### config.mk
export PLATFORM = sky130hd
export DESIGN_NAME = keccak_absorb_ctrl
export DESIGN_NICKNAME = d
export VERILOG_FILES = /design/src/rtl/keccak_pkg.sv /design/src/rtl/keccak_byte_mask.sv /design/src/rtl/keccak_absorb_ctrl.sv
export SDC_FILE = /design/constraint.sdc
export NUM_CORES = 1
export LEC_CHECK = 0
export CAP_MARGIN = 30
export CORE_MARGIN = 5
export CORE_UTILIZATION = 41
export DETAILED_ROUTE_END_ITERATION = 12
export GPL_TIMING_DRIVEN = 0
export PLACE_DENSITY = 0.81
export SKIP_CTS_REPAIR_TIMING = 1
export SYNTH_ARGS = -nofsm -noshare
export SYNTH_HDL_FRONTEND = slang
export SYNTH_SLANG_ARGS = --single-unit
### constraint.sdc
create_clock -name clk -period 2.9 [get_ports clk]
set_clock_uncertainty 0.2 [all_clocks]
set_input_delay 0.435 -clock clk [delete_from_list [all_inputs] [get_ports clk]]
set_output_delay 0.435 -clock clk [all_outputs]
set_load 0.03 [all_outputs]
### src/rtl/keccak_pkg.sv
// Shared Keccak geometry, absorb-controller widths and FSM state encodings.
package keccak_pkg;
    localparam int ROW_SIZE          = 5;
    localparam int COL_SIZE          = 5;
    localparam int LANE_SIZE         = 64;
    localparam int BEAT_BYTES        = LANE_SIZE / 8;
    localparam int RATE_WIDTH        = 11;
    localparam int BYTE_ABSORB_WIDTH = 8;
    localparam int SUFFIX_WIDTH      = 8;

    typedef logic [2:0] absorb_state_e;

    localparam absorb_state_e ST_IDLE       = 3'd0;
    localparam absorb_state_e ST_ABSORB     = 3'd1;
    localparam absorb_state_e ST_PERM       = 3'd2;
    localparam absorb_state_e ST_PAD        = 3'd3;
    localparam absorb_state_e ST_PERM_FINAL = 3'd4;
    localparam absorb_state_e ST_DONE       = 3'd5;
endpackage

### src/rtl/keccak_byte_mask.sv
// Byte-enable mask for a beat: bytes [0, nbytes) set to 0xFF, the rest zero.
// Purely combinational.
module keccak_byte_mask
    import keccak_pkg::*;
(
    input  logic [3:0]           nbytes,
    output logic [LANE_SIZE-1:0] mask
);
    always_comb begin
        mask = '0;
        for (int i = 0; i < BEAT_BYTES; i++) begin
            if (4'(i) < nbytes) mask[i*8 +: 8] = 8'hFF;
        end
    end
endmodule

### src/rtl/keccak_absorb_ctrl.sv
// Keccak sponge absorb sequencer: beat -> lane XOR writes, permutation per full block, pad + final permutation.
// Optional KECCAK_ABSORB_PERF_EN adds saturating block/busy-cycle counters.
module keccak_absorb_ctrl
    import keccak_pkg::*;
(
    input  logic                         clk,
    input  logic                         rst,
    input  logic                         start_i,
    input  logic [RATE_WIDTH-1:0]        rate_i,
    input  logic [SUFFIX_WIDTH-1:0]      suffix_i,
    input  logic                         msg_valid_i,
    output logic                         msg_ready_o,
    input  logic [LANE_SIZE-1:0]         msg_data_i,
    input  logic [3:0]                   msg_nbytes_i,
    input  logic                         msg_last_i,
    output logic                         lane_we_o,
    output logic [4:0]                   lane_idx_o,
    output logic [LANE_SIZE-1:0]         lane_data_o,
    output logic [BYTE_ABSORB_WIDTH-1:0] bytes_absorbed_o,
    output logic [RATE_WIDTH-1:0]        rate_o,
    output logic [SUFFIX_WIDTH-1:0]      suffix_o,
    output logic                         pad_we_o,
    output logic                         perm_start_o,
    input  logic                         perm_done_i,
    output logic                         busy_o,
    output logic                         done_o
`ifdef KECCAK_ABSORB_PERF_EN
    ,
    output logic [15:0]                  blocks_o,
    output logic [31:0]                  cycles_o
`endif
);
    absorb_state_e                state;
    logic [BYTE_ABSORB_WIDTH-1:0] bytes_q;
    logic                         last_seen;
    logic                         pend;
    logic [LANE_SIZE-1:0]         mask;
    logic [BYTE_ABSORB_WIDTH:0]   bytes_next;
    logic [BYTE_ABSORB_WIDTH:0]   rate_bytes;
    logic                         block_full;

    keccak_byte_mask u_mask (
        .nbytes (msg_nbytes_i),
        .mask   (mask)
    );

    assign bytes_next       = {1'b0, bytes_q} + (BYTE_ABSORB_WIDTH+1)'(msg_nbytes_i);
    assign rate_bytes       = (BYTE_ABSORB_WIDTH+1)'(rate_o >> 3);
    assign block_full       = (bytes_next == rate_bytes);
    assign bytes_absorbed_o = bytes_q;
    assign msg_ready_o      = (state == ST_ABSORB);
    assign busy_o           = (state != ST_IDLE);

    // pend delays perm_start/pad_we one cycle so the preceding lane write lands in the state first.
    always_ff @(posedge clk) begin
        if (rst) begin
            state        <= ST_IDLE;
            bytes_q      <= '0;
            rate_o       <= '0;
            suffix_o     <= '0;
            last_seen    <= 1'b0;
            pend         <= 1'b0;
            lane_we_o    <= 1'b0;
            lane_idx_o   <= '0;
            lane_data_o  <= '0;
            pad_we_o     <= 1'b0;
            perm_start_o <= 1'b0;
            done_o       <= 1'b0;
        end else begin
            lane_we_o    <= 1'b0;
            pad_we_o     <= 1'b0;
            perm_start_o <= 1'b0;
            done_o       <= 1'b0;
            case (state)
                ST_IDLE: begin
                    if (start_i) begin
                        rate_o    <= rate_i;
                        suffix_o  <= suffix_i;
                        bytes_q   <= '0;
                        last_seen <= 1'b0;
                        pend      <= 1'b0;
                        state     <= ST_ABSORB;
                    end
                end
                ST_ABSORB: begin
                    if (msg_valid_i) begin
                        lane_we_o   <= (msg_nbytes_i != 4'd0);
                        lane_idx_o  <= bytes_q[BYTE_ABSORB_WIDTH-1:3];
                        lane_data_o <= msg_data_i & mask;
                        bytes_q     <= bytes_next[BYTE_ABSORB_WIDTH-1:0];
                        last_seen   <= msg_last_i;
                        if (block_full) begin
                            pend  <= 1'b1;
                            state <= ST_PERM;
                        end else if (msg_last_i) begin
                            pend  <= 1'b1;
                            state <= ST_PAD;
                        end
                    end
                end
                ST_PERM: begin
                    if (pend) begin
                        perm_start_o <= 1'b1;
                        pend         <= 1'b0;
                    end else if (perm_done_i) begin
                        bytes_q <= '0;
                        if (last_seen) begin
                            pend  <= 1'b1;
                            state <= ST_PAD;
                        end else begin
                            state <= ST_ABSORB;
                        end
                    end
                end
                ST_PAD: begin
                    if (pend) begin
                        pad_we_o <= 1'b1;
                        pend     <= 1'b0;
                    end else begin
                        perm_start_o <= 1'b1;
                        state        <= ST_PERM_FINAL;
                    end
                end
                ST_PERM_FINAL: begin
                    if (perm_done_i) begin
                        done_o <= 1'b1;
                        state  <= ST_DONE;
                    end
                end
                ST_DONE: state <= ST_IDLE;
                default: state <= ST_IDLE;
            endcase
        end
    end

`ifdef KECCAK_ABSORB_PERF_EN
    always_ff @(posedge clk) begin
        if (rst || (state == ST_IDLE && start_i)) begin
            blocks_o <= '0;
            cycles_o <= '0;
        end else begin
            if (perm_start_o && blocks_o != 16'hFFFF) blocks_o <= blocks_o + 16'd1;
            if (busy_o && cycles_o != 32'hFFFF_FFFF) cycles_o <= cycles_o + 32'd1;
        end
    end
`endif
endmodule
==> results.cfg <==
[critical_path]
r2r_start = bytes_absorbed_o[0]
path_max_fanout = 3
start_kind = flop
critPathKind = reg -> reg
cp-end-kind = flop
cp-startpoint = bytes_absorbed_o[0]
worstPathRequired_ns = 2.98
critPathArrivalTime_ns = 2.73

[global_route]
grt_pass1_wl_mm = 20.90
antenna_found_initial = 1
grt_overflow = 0
grt_max_degree = 16
grt_pass1_vias = 4117
gr-usage-all-layers_pct = 20.63

[timing]
hold_violations = 0
worstMarginPinSlew_ns = 0.6612
slew_headroom_pct = 55.92
setup_tns_ns = 0
fin_hold_ws_ns = 0.2589
fin_crit_sh_pct = 91.36
setup_violations = 0
fmax_mhz = 377.4
fin_crit_ns = 2.649
rsz0062_at_grt = false
report.final.slew_viol_count = 0

[placed_design]
post-dp-hpwl_mm = 10.32
place_inst = 805
gp_congestion = 0.8757
io_buffers = 193
placed_area_um2 = 6274

[detailed_routing]
drc = 0
postRouteAntennaNets = 0
drt_first_pass_iters = 5
vias = 4176
avgViaCountPerCell = 5.080
finalWirelength_mm = 13.32
wire_per_inst_um = 16.21
dr.first_iter.drc_count = 245

[floorplanning]
initial_core_util_pct = 42.33
dieArea_um2 = 12300
fp-row-count = 36
fp.dieH_um = 110.9
io_pins = 195
core_area_um2 = 9864
fp.dieW_um = 110.9

[cts]
clkSinkCount = 105
cts_buffer_depth = 2
clkTransAtPathRegs_ns = 0.09
numCtsBuffers = 9
ctsRootBufferMaster = clkbuf_8
tritoncts = built
cts_max_level = 3
clock_latency_ns = 0.36

[pwr]
powerDensity_nw_per_um2 = 523.2
leakagePower_nw = 2.359
irDropWorstVdd_mv = 0.2357

[synthesis]
synth_seq_cells = 105
syn-num-nets = 577
syn_area_um2 = 4175
postSynthAreaPerCell_um2 = 8.717
yosysTopAreaCellShare_pct = 50.34
yosysSeqAreaShare_pct = 50.34
synth_area_leaders = dfxtp_1 (50%), a22oi_1 (7.7%), nand2_1 (6.7%)
synth_top_cell_by_area = dfxtp_1
yosys_warnings = 0
yosysUniqueCellTypes = 43
synthCells = 479

[min_path]
hold_start = suffix_o[7]
hold_path.class = reg -> reg

[finish]
nets = 783
instances_no_fill = 822
drive_gt1_share_pct = 7.267
area_delta_synth_final_pct = 55.74
final_area_um2 = 6502

[status]
status = finished clean

[run]
max_cap_viol_count = 0
-- metrics by stage --
stage                     setup slack, ns  power [mW]  utilization [%]
after floorplan                    0.3343       2.154                -
after global placement            -0.3625       2.539            63.60
after detailed placement          -0.4558       2.563            63.60
after CTS                        -0.05869       3.416            65.37
after global routing               0.1647       3.562            65.92
final                              0.2506       3.402            65.92
-- cells in the mapped netlist (all sizes together) --
cell type / count
fa: 1
nor2: 64
nor2b: 1
a2bb2oi: 1
o211ai: 1
a311oi: 2
a2111oi: 1
o21a: 1
nand2b: 3
dfxtp: 105
a21o: 1
nor3: 9
buf: 19
a21oi: 56
xor2: 5
and2: 4
o21ai: 9
nand2: 77
inv: 9
ha: 4
a211oi: 5
nand4: 1
o2111ai: 1
or2: 1
clkbuf: 13
a22oi: 43
nor4bb: 1
nand3: 19
xnor2: 7
a22o: 8
nand3b: 2
mux2i: 5
-- where the power goes --
part	switching (mW)	internal, mW
logic	0.535	0.422
registers	0.0569	1.53
clock network	0.468	0.391
-- placed cells by master (no fill, tap or decap), types with 2 or more instances in the layout --
cell	n
a22o_1	8
xnor2_1	6
nand2_1	75
buf_2	15
xor2_1	5
nor3_1	7
dfxtp_1	105
dlymetal6s2s_1	2
clkbuf_1	15
o21ai_0	8
ha_1	4
and2_1	3
nand2_2	2
buf_4	5
nand2b_1	2
a311oi_1	2
nor2_1	61
a22oi_1	43
a21oi_1	54
mux2i_1	5
a211oi_1	4
nand3b_1	2
inv_1	8
nand3_1	19
clkbuf_8	9
clkdlybuf4s50_1	191
nor2_2	2
nor3_4	2
-- cell type report --
cell class | count | area, um2
clock inverters | 3 | 43.79
multi-input cells | 333 | 1921
clock buffers | 11 | 131.4
diodes | 1 | 2.502
well taps | 133 | 166.4
plain buffers | 32 | 150.1
inverters | 9 | 33.78
flip-flops and latches | 105 | 2102
repair buffers | 195 | 1952
fillers | 794 | 3362
-- cells by family (layout without fill, tap and decap cells) --
logic type	count (synthesis)	in the layout	synth area share, %
compound gates	129	129	20.77
xor+xnor	12	12	2.517
fa+ha+maj	5	5	1.678
buf+inv	41	250	4.405
flops	105	105	50.34
mux	5	5	1.199
other cells	0	1	0
simple gates	182	182	19.09
-- metal layers --
metal / vias to the layer above / share of wire, % / global-route usage, % / wire length, um
li1: 2057 / - / - / -
met1: 1946 / 43 / 25.18 / 5684
met2: 156 / 48 / 35.19 / 6450
met3: 17 / 7.3 / 5.404 / 966
met4: 0 / 1.7 / 7.061 / 221
met5: - / 0 / 0 / 0
-- state kept, by name (all words and copies together) (netlist names), 3 cells and up --
| signal | cells |
|---|---|
| rate_o | 11 |
| lane_idx_o | 5 |
| lane_data_o | 64 |
| suffix_o | 8 |
| state | 3 |
| bytes_absorbed_o | 8 |
-- worst max-delay path, cell delays in order, from the launching register on --
cell	delay [ns]
dfxtp_1	0.38
ha_1	0.18
inv_1	0.05
fa_1	0.42
nand2b_2	0.26
a211oi_4	0.30
xnor2_1	0.10
nor2_1	0.14
o2111ai_2	0.19
nor4bb_1	0.18
nor3_1	0.17
-- path summary, 6_finish.rpt --
kind | to | slack [ns] | depth (start not counted)
worst max-delay path | pend | 0.25 | 10
worst min register to register | suffix_o[7] | 0.26 | 2
worst min-delay path | suffix_o[7] | 0.26 | 2
worst max register to register | pend | 0.25 | 10
Note: power is estimated with default switching activity, not from simulation.
